`src/rtl/mem_arb_pkg.sv`:
```
// Shared types and helpers for the secured-memory access arbiter.
// Holds the FSM state encoding, requester indices and fail-counter helpers.
package mem_arb_pkg;

  typedef enum logic [2:0] {
    IDLE   = 3'd0,
    GRANT  = 3'd1,
    CHECK  = 3'd2,
    ACCESS = 3'd3,
    RESP   = 3'd4,
    FAULT  = 3'd5
  } arb_state_e;

  localparam logic REQ_HOST = 1'b0;
  localparam logic REQ_REG  = 1'b1;

  localparam int FAIL_CW = 3;

  function automatic logic [1:0] onehot2(input logic idx);
    if (idx == REQ_REG) return 2'b10;
    else return 2'b01;
  endfunction

  function automatic logic [FAIL_CW-1:0] sat_inc(input logic [FAIL_CW-1:0] v);
    if (v == {FAIL_CW{1'b1}}) return v;
    else return v + {{(FAIL_CW-1){1'b0}}, 1'b1};
  endfunction

endpackage

```
`src/rtl/rr_arbiter2.sv`:
```
// Two-way round-robin pick: a lone eligible requester wins outright,
// a tie goes to the requester that was not granted last.
module rr_arbiter2
  import mem_arb_pkg::*;
(
  input  logic [1:0] eligible,
  input  logic       rr_last,
  output logic       grant_valid,
  output logic       grant_idx
);

  // Combinational winner selection
  always_comb begin
    grant_valid = 1'b0;
    grant_idx   = REQ_HOST;
    case (eligible)
      2'b01: begin
        grant_valid = 1'b1;
        grant_idx   = REQ_HOST;
      end
      2'b10: begin
        grant_valid = 1'b1;
        grant_idx   = REQ_REG;
      end
      2'b11: begin
        grant_valid = 1'b1;
        grant_idx   = ~rr_last;
      end
      default: begin
        grant_valid = 1'b0;
        grant_idx   = REQ_HOST;
      end
    endcase
  end

endmodule

```
`src/rtl/mem_access_arbiter.sv`:
```
// Shares the secured memory port between host and register-file spill/fill,
// checking each request's key and locking out requesters that keep failing.
module mem_access_arbiter
  import mem_arb_pkg::*;
#(
  parameter int AW          = 10,
  parameter int DW          = 32,
  parameter int KW          = 16,
  parameter int LOCKOUT_MAX = 3
) (
  input  logic            clk,
  input  logic            rst_n,
  input  logic [1:0]      req_valid,
  input  logic [1:0]      req_we,
  input  logic [2*AW-1:0] req_addr,
  input  logic [2*DW-1:0] req_wdata,
  input  logic [2*KW-1:0] req_key,
  output logic [1:0]      req_ready,
  output logic [1:0]      rsp_valid,
  output logic [DW-1:0]   rsp_rdata,
  output logic [1:0]      rsp_fault,
  output logic [1:0]      locked,
  input  logic [KW-1:0]   key_access,
  output logic            mem_wen,
  output logic            mem_ren,
  output logic [AW-1:0]   mem_addr,
  output logic [DW-1:0]   mem_wdata,
  input  logic [DW-1:0]   mem_rdata
);

  localparam logic [FAIL_CW-1:0] LOCK_LIM = FAIL_CW'(LOCKOUT_MAX);

  arb_state_e state_r, state_s;

  logic                          gnt_r;
  logic                          we_r;
  logic [AW-1:0]                 addr_r;
  logic [DW-1:0]                 wdata_r;
  logic [KW-1:0]                 key_r;
  logic                          rr_last_r;
  logic [1:0][FAIL_CW-1:0]       fail_cnt_r;
  logic [1:0]                    locked_r;

  logic [1:0]                    req_ready_r;
  logic [1:0]                    rsp_valid_r;
  logic [1:0]                    rsp_fault_r;
  logic                          rd_bypass_r;
  logic [DW-1:0]                 rdata_r;
  logic                          mem_wen_r;
  logic                          mem_ren_r;
  logic [AW-1:0]                 mem_addr_r;
  logic [DW-1:0]                 mem_wdata_r;

  logic [1:0]                    eligible_s;
  logic                          grant_valid_s;
  logic                          grant_idx_s;
  logic                          key_ok_s;
  logic                          sel_we_s;
  logic [AW-1:0]                 sel_addr_s;
  logic [DW-1:0]                 sel_wdata_s;
  logic [KW-1:0]                 sel_key_s;

  assign eligible_s = req_valid & ~locked_r;
  assign key_ok_s   = (key_r == key_access);

  rr_arbiter2 u_rr (
    .eligible    (eligible_s),
    .rr_last     (rr_last_r),
    .grant_valid (grant_valid_s),
    .grant_idx   (grant_idx_s)
  );

  // Select the winning requester's transaction fields
  always_comb begin
    sel_we_s    = req_we[0];
    sel_addr_s  = req_addr[0 +: AW];
    sel_wdata_s = req_wdata[0 +: DW];
    sel_key_s   = req_key[0 +: KW];
    if (grant_idx_s == REQ_REG) begin
      sel_we_s    = req_we[1];
      sel_addr_s  = req_addr[AW +: AW];
      sel_wdata_s = req_wdata[DW +: DW];
      sel_key_s   = req_key[KW +: KW];
    end else begin
      sel_we_s    = req_we[0];
      sel_addr_s  = req_addr[0 +: AW];
      sel_wdata_s = req_wdata[0 +: DW];
      sel_key_s   = req_key[0 +: KW];
    end
  end

  // Next-state logic
  always_comb begin
    state_s = state_r;
    case (state_r)
      IDLE: begin
        if (grant_valid_s) state_s = GRANT;
        else state_s = IDLE;
      end
      GRANT: state_s = CHECK;
      CHECK: begin
        if (key_ok_s) state_s = ACCESS;
        else state_s = FAULT;
      end
      ACCESS:  state_s = RESP;
      RESP:    state_s = IDLE;
      FAULT:   state_s = IDLE;
      default: state_s = IDLE;
    endcase
  end

  // FSM state register
  always_ff @(posedge clk or negedge rst_n) begin
    if (!rst_n) state_r <= IDLE;
    else state_r <= state_s;
  end

  // Latch the granted transaction and remember who won for the next tie
  always_ff @(posedge clk or negedge rst_n) begin
    if (!rst_n) begin
      gnt_r     <= REQ_HOST;
      we_r      <= 1'b0;
      addr_r    <= '0;
      wdata_r   <= '0;
      key_r     <= '0;
      rr_last_r <= REQ_REG;
    end else if (state_r == IDLE && grant_valid_s) begin
      gnt_r     <= grant_idx_s;
      we_r      <= sel_we_s;
      addr_r    <= sel_addr_s;
      wdata_r   <= sel_wdata_s;
      key_r     <= sel_key_s;
      rr_last_r <= grant_idx_s;
    end
  end

  // Consecutive key-failure counters and sticky lockout
  always_ff @(posedge clk or negedge rst_n) begin
    if (!rst_n) begin
      fail_cnt_r <= '0;
      locked_r   <= 2'b00;
    end else if (state_r == CHECK && key_ok_s) begin
      fail_cnt_r[gnt_r] <= '0;
    end else if (state_r == FAULT) begin
      fail_cnt_r[gnt_r] <= sat_inc(fail_cnt_r[gnt_r]);
      if (sat_inc(fail_cnt_r[gnt_r]) >= LOCK_LIM) locked_r[gnt_r] <= 1'b1;
    end
  end

  // Registered strobes: each appears the cycle after the state that owns it
  always_ff @(posedge clk or negedge rst_n) begin
    if (!rst_n) begin
      req_ready_r <= 2'b00;
      mem_wen_r   <= 1'b0;
      mem_ren_r   <= 1'b0;
      mem_addr_r  <= '0;
      mem_wdata_r <= '0;
      rsp_valid_r <= 2'b00;
      rd_bypass_r <= 1'b0;
      rsp_fault_r <= 2'b00;
      rdata_r     <= '0;
    end else begin
      req_ready_r <= (state_r == IDLE && grant_valid_s) ? onehot2(grant_idx_s) : 2'b00;
      mem_wen_r   <= (state_r == ACCESS) && we_r;
      mem_ren_r   <= (state_r == ACCESS) && !we_r;
      mem_addr_r  <= (state_r == ACCESS) ? addr_r : '0;
      mem_wdata_r <= (state_r == ACCESS) ? wdata_r : '0;
      rsp_valid_r <= (state_r == RESP) ? onehot2(gnt_r) : 2'b00;
      rd_bypass_r <= (state_r == RESP) && !we_r;
      rsp_fault_r <= (state_r == FAULT) ? onehot2(gnt_r) : 2'b00;
      if (rd_bypass_r) rdata_r <= mem_rdata;
    end
  end

  // Read data arrives alongside rsp_valid, so it is passed through that cycle and held afterwards
  assign rsp_rdata = rd_bypass_r ? mem_rdata : rdata_r;
  assign req_ready = req_ready_r;
  assign rsp_valid = rsp_valid_r;
  assign rsp_fault = rsp_fault_r;
  assign locked    = locked_r;
  assign mem_wen   = mem_wen_r;
  assign mem_ren   = mem_ren_r;
  assign mem_addr  = mem_addr_r;
  assign mem_wdata = mem_wdata_r;

endmodule

```
`config.mk`:
```
export PLATFORM = sky130hd
export DESIGN_NAME = mem_access_arbiter
export DESIGN_NICKNAME = d
export VERILOG_FILES = /design/src/rtl/mem_arb_pkg.sv /design/src/rtl/rr_arbiter2.sv /design/src/rtl/mem_access_arbiter.sv
export SDC_FILE = /design/constraint.sdc
export NUM_CORES = 1
export LEC_CHECK = 0
export ABC_AREA = 1
export CORE_UTILIZATION = 39
export DETAILED_ROUTE_END_ITERATION = 6
export GPL_TIMING_DRIVEN = 0
export PLACE_DENSITY = 0.85
export SYNTH_ARGS = -nofsm -noshare
export SYNTH_HDL_FRONTEND = slang
export SYNTH_SLANG_ARGS = --single-unit
```
`constraint.sdc`:
```
create_clock -name clk -period 1.81 [get_ports clk]
set_clock_uncertainty 0.05 [all_clocks]
set_input_delay 0.543 -clock clk [delete_from_list [all_inputs] [get_ports clk]]
set_output_delay 0.543 -clock clk [all_outputs]
set_load 0.02 [all_outputs]
```
Yosys cells after proc, flatten, opt, wreduce, memory -nomap -nowiden --
Cells that the tools add are included.
Storage, ports and cells: register bits 155, bits of input ports 170, output and inout bits 84, logic and storage cells 80
Operators by class: add/sub/neg operators 1, order comparisons 3, eq/ne operators 10, muxes and demuxes 29, bitwise operators 7, reductions and logical operators 11
Operator list (number):
- two-way mux 32 bit | 3
- two-way mux 3 bit | 7
- two-way mux 10 bit | 2
- equality test 16 bit | 1
- two-way mux 16 bit | 1
- two-way mux 6 bit | 2
- one-hot mux 3 bit (4 select lines) | 1
- two-way mux 2 bit | 5
- equality test 3 bit, second input constant | 3
- bitwise AND 6 bit | 1
- bitwise mux 6 bit | 1
- equality test 3 x 2 -> 1 bit, second input constant | 2
- logical AND 1 bit | 6
- inverter 6 bit | 1
- equality test 2 bit, second input constant | 2
- two-way mux 1 bit | 4
- adder 3 x 1 -> 3 bit, second input constant | 1
- demux 3 bit (select 1 bit) | 1
- equality test 3 x 1 -> 1 bit, second input constant | 1
- >= comparator 3 x 2 -> 1 bit, second input constant | 1
- logical NOT 3 bit | 1
- AND reduction 3 bit | 1
- OR reduction 3 bit | 1
- bitwise AND 2 bit | 1
- other kinds (10) | 11

Longest topological paths before layout --
depth after elaboration 9, mapped depth 12, gate-level depth less buffers 12

Cells and area by module --
Synthesis repeated with hierarchy kept, for this count alone.
Second synthesis, totals: cell total of the unflattened synthesis 670, area total of the unflattened synthesis 6407.4 um2
Modules (own cells, without submodules):
- mem_access_arbiter | times used 1, cells an instance 667, area an instance 6392.4 um2, sequential area each 3880.0 um2
- rr_arbiter2 | times used 1, cells an instance 3, area an instance 15.0 um2, sequential area each 0.0 um2

Least setup slack after synthesis --
Ideal clock, no wire load.
path type register to register, start point register gnt_r, end point register fail_cnt_r[0] (netlist bit), setup time 0.065 ns, arrival 1.628 ns, data required time 1.695 ns, path slack 0.067 ns, cell stages (with the launch flop) 12, buffers on the path 0, period minus slack after synthesis 1.743 ns, path through dfrtp_1 -> inv_1 -> or2_2 -> o21ai_0 -> inv_1 -> ha_1 -> o211ai_1 -> xor2_1 -> nand2_1 -> nand2_1 -> nand3_1 -> nand2_1
Between the ends: cells in the longest elaborated chain, start to end 9, elaborated cells on any way between the ends 17, those cells by class add/sub: 1; order compare: 2; eq/ne: 1; mux: 10; bitwise: 2; reduce/logical: 1
RTL lines:
- start, declared | line mem_access_arbiter.sv:35 | logic gnt_r;
- start signal, assigned | line mem_access_arbiter.sv:128 | gnt_r <= grant_idx_s;
- two-way mux 3 bit (implied by the code) (2 in series) | line mem_access_arbiter.sv:145 | fail_cnt_r[gnt_r] <= sat_inc(fail_cnt_r[gnt_r]);
- adder 3 x 1 -> 3 bit / equality test 3 bit (equally long branches) | line mem_arb_pkg.sv:26, mem_arb_pkg.sv:25
- two-way mux 3 bit | line mem_arb_pkg.sv:25 | if (v == {FAIL_CW{1'b1}}) return v;
- two-way mux 3 bit | line mem_access_arbiter.sv:144 | end else if (state_r == FAULT) begin
- two-way mux 3 bit | line mem_access_arbiter.sv:142 | end else if (state_r == CHECK && key_ok_s) begin
- bitwise mux 6 bit | line mem_access_arbiter.sv:145
- two-way mux 6 bit | line mem_access_arbiter.sv:144
- two-way mux 6 bit * | line mem_access_arbiter.sv:142
- end signal, assigned by index | line mem_access_arbiter.sv:145
- end, declared | line mem_access_arbiter.sv:41 | logic [1:0][FAIL_CW-1:0] fail_cnt_r;
Mark *: on every way between the ends. The rest lies on a longest branch, timed or not. The select of a mux whose other input is x is not followed. A chain may end at the register's enable or synchronous reset.

Worst setup path after layout --
start point register rd_bypass_r, end point output rsp_rdata[2]
Between the ends: cells in the longest elaborated chain, start to end 1
RTL lines:
- start, declared | line mem_access_arbiter.sv:47 | logic rd_bypass_r;
- start signal, assigned | line mem_access_arbiter.sv:169 | rd_bypass_r <= (state_r == RESP) && !we_r;
- two-way mux 32 bit | line mem_access_arbiter.sv:176 | assign rsp_rdata = rd_bypass_r ? mem_rdata : rdata_r;
- end, declared | line mem_access_arbiter.sv:20 | output logic [DW-1:0] rsp_rdata,
Every way passes these cells.

==> flow_summary.toml <==
[timing]
setup_viol = 32
timing.final.ws_setup_ns = -0.396
slew_headroom_pct = 57.5
post-route-period-util_pct = 122
tightestPinTransition_ns = 0.634
timing.hold.ws_ns = 0.0393
maxSlewViolCount = 0
fmax_ghz = 0.453
rsz0062_at_grt = "yes"
tns_ns = -11.74
period_needed_ns = 2.21
finalHoldViolCount = 0

[pwr]
powerDensity_nw_per_um2 = 1530
p_leak_nw = 5.11
irDropWorstVdd_mv = 0.796

[clocking]
clockBufferDepth = 2
cts_root_buffer = "clkbuf_16"
tritoncts = "yes"
cts_sinks = 155
cts_htree_levels = 4
clk_pin_slew_ns = 0.07
cts-buffers-inserted = 17
clk_latency_ns = 0.42
ctsHoldBuffers = 0

[finish]
nets = 1137
utilization_pct = 64.0
final_layout_size_suffix_gt1_share_pct = 16.6
fill_cells = 1250
area_growth_pct = 58.9

[synthesis]
synth_mux_area_share_pct = 5.59
synth-seq-area-share_pct = 60.2
synth-simple-area-share_pct = 19.6
synth_top_area_share_pct = 59.8
avgSynthCellArea_um2 = 9.52
synth_xor_area_share_pct = 0.408
netlist_area_um2 = 6440
synthAdderAreaFrac_pct = 0.194
syn_inst = 677
yosysWarningCount = 0
synth_area_leaders = "dfrtp_1, nand2_1, o211ai_1"
synth_compound_area_share_pct = 6.68
ys_ff_latch = 155
yosysTopAreaCell = "dfrtp_1"
synth_top_family_by_area = "simple AND/OR/NAND/NOR gates"
syn-num-nets = 848
synth_cell_types = 26

[detailed_routing]
wirelength_mm = 20.3
via_count = 5719
ant_nets = 0
wire_per_inst_um = 17.0
drtPass1Iterations = 4
via_per_inst = 4.78
drt_iter0_drc = 215
drc_errors = 0

[outcome]
status = "finished with violations"
violations = "setup timing"

[hold_path]
hp-class = "input port to async pin"

[grt]
grt_pass1_wl_mm = 28.6
grt_max_degree = 101
grt_pass1_vias = 5588
grt_antenna_before_repair = 2
grt_overflow = 0
grt_usage_pct = 22.5

[die]
initial_core_util_pct = 40.3
die-area_um2 = 17000
row_count = 46
chipHeight_um = 131
num_io_pins = 254
chipWidth_um = 131
core_area_um2 = 16000

[setup_path]
slowest_stage = "dfrtp_2"
worstPathArrival_ns = 1.61
start_kind = "register"
worstSetupEndpointType = "output pin"
worstSetupPathType = "register to output pin"
worstPathCellList = "buf_12 -> clkbuf_16 -> mux2_4 -> buf_6"
path_max_fanout = 7
slowest_delay_ns = 0.42
cp_top_family = "buffers and inverters"
worst_ep_required_time_ns = 1.22
path_buf_inv = 3

[place]
dp_hpwl_mm = 13.4
io_buffers = 253
gp_congestion = 0.821
preCtsSetupSlack_ns = -0.661

[run]
cap_violations = 0
-- logic make-up (layout without fill, tap and decap cells) --
kind of cell / count (synthesis) / after routing
buffers and inverters: 113 / 414
other: 0 / 2
XOR/XNOR: 3 / 3
AO/OA/AOI/OAI: 60 / 60
multiplexers: 32 / 32
flip-flops: 155 / 155
adder cells (fa/ha/maj): 1 / 1
AND/OR/NAND/NOR: 313 / 314
-- layout by cell type, fill, tap and decap left out, types with 2 or more instances in the layout --
| cell | Yosys | layout |
|---|---|---|
| dfrtp_1 | 154 | 153 |
| dlymetal6s2s_1 | 0 | 13 |
| buf_4 | 6 | 20 |
| diode_2 | 0 | 2 |
| bufinv_16 | 0 | 2 |
| nor2_2 | 1 | 2 |
| buf_2 | 16 | 6 |
| clkbuf_16 | 0 | 20 |
| nand2_1 | 211 | 211 |
| buf_8 | 0 | 3 |
| clkdlybuf4s50_1 | 0 | 154 |
| clkinv_4 | 0 | 2 |
| buf_6 | 1 | 38 |
| clkbuf_1 | 5 | 4 |
| inv_6 | 0 | 5 |
| mux2_4 | 0 | 19 |
| nand4_1 | 4 | 4 |
| inv_1 | 75 | 74 |
| dlygate4sd2_1 | 0 | 51 |
| nand3_1 | 17 | 17 |
| o211ai_1 | 52 | 52 |
| nor2_4 | 2 | 2 |
| clkinvlp_4 | 0 | 4 |
| xor2_1 | 3 | 3 |
| inv_2 | 8 | 8 |
| mux2_2 | 19 | 13 |
| nand2_2 | 2 | 2 |
| nor2_1 | 71 | 70 |
| o21ai_0 | 8 | 6 |
| clkdlybuf4s15_1 | 0 | 2 |
-- synthesized netlist by cell type --
| library cell | n |
|---|---|
| nand2_1 | 211 |
| dfrtp_1 | 154 |
| inv_1 | 75 |
| nor2_1 | 71 |
| o211ai_1 | 52 |
| mux2_2 | 19 |
| nand3_1 | 17 |
| buf_2 | 16 |
| mux2_1 | 13 |
| inv_2 | 8 |
| o21ai_0 | 8 |
| buf_4 | 6 |
| clkbuf_1 | 5 |
| nand4_1 | 4 |
| xor2_1 | 3 |
| clkinv_1 | 2 |
| nand2_2 | 2 |
| nor2_4 | 2 |
| or2_2 | 2 |
| buf_6 | 1 |
| dfstp_2 | 1 |
| ha_1 | 1 |
| nand2_4 | 1 |
| nand3_4 | 1 |
| nor2_2 | 1 |
| nor3_2 | 1 |
-- final cells by class --
cell class                 instances  area, um2  share of cell area (%)
antenna                            2       5.00                  0.0489
timing repair buffer             271       2770                    27.0
clock buffer                      19        443                    4.32
buffer                            26        204                    1.99
tap                              216        270                    2.64
inverter                          85        325                    3.18
clock inverter                    13        155                    1.51
multi-input combinational        410       2190                    21.4
sequential                       155       3880                    37.9
-- through the flow --
step | cells | power, mW | area [um2]
2_1_floorplan | 677 | 8.71 | 6440
3_3_place_gp | 1146 | 11.0 | 9250
3_5_place_dp | 1147 | 11.2 | 9280
4_1_cts | 1184 | 14.8 | 9870
5_1_grt | 1197 | 16.6 | 10200
6_report | 1197 | 15.6 | 10200
-- path summary, 6_finish.rpt --
kind / startpoint / endpoint / slack (ns) / depth (start not counted)
worst max-delay path: rd_bypass_r$_DFF_PN0_ / rsp_rdata[2] / -0.40 / 4
worst min-delay path: rst_n / addr_r[6]$_DFFE_PN0P_ / 0.04 / 1
worst max register to register: gnt_r$_DFFE_PN0P_ / fail_cnt_r[0]$_DFFE_PN0P_ / 0.03 / 11
worst min register to register: rr_last_r$_DFFE_PN1P_ / rr_last_r$_DFFE_PN1P_ / 0.43 / 2
max in group asynchronous: rst_n / rd_bypass_r$_DFF_PN0_ / 0.78 / 2
min in group clk: rr_last_r$_DFFE_PN1P_ / rr_last_r$_DFFE_PN1P_ / 0.43 / 2
-- what timing repair did --
item                                    CTS  global route
cloned                                    0             4
buffers inserted                          6             8
resized for setup                       189           141
endpoints found under the setup margin  148            94
pin swaps                                 4            31
-- flip-flops by register name, indices dropped and copies added, names as in the netlist, 3 cells and up --
register and flops:
mem_wdata 32, rdata_r 32, wdata_r 32, key_r 16, addr_r 10, mem_addr 10, fail_cnt_r 6, state_r 3
-- power breakdown --
group,switching [mW],internal (mW)
Clock,1.56,2.11
Sequential,0.554,4.74
Combinational,3.59,3.08
Total,5.70,9.93
-- metal layers --
| layer | part of all wire, % | routed length, um | GRT usage, % |
|---|---|---|---|
| met1 | 39 | 7870 | 25.3 |
| met2 | 49 | 9880 | 38.9 |
| met3 | 9.3 | 1890 | 7.98 |
| met4 | 3.2 | 654 | 8.59 |
| met5 | 0 | 0 | 0 |
Power figures use the tool's default switching activity.
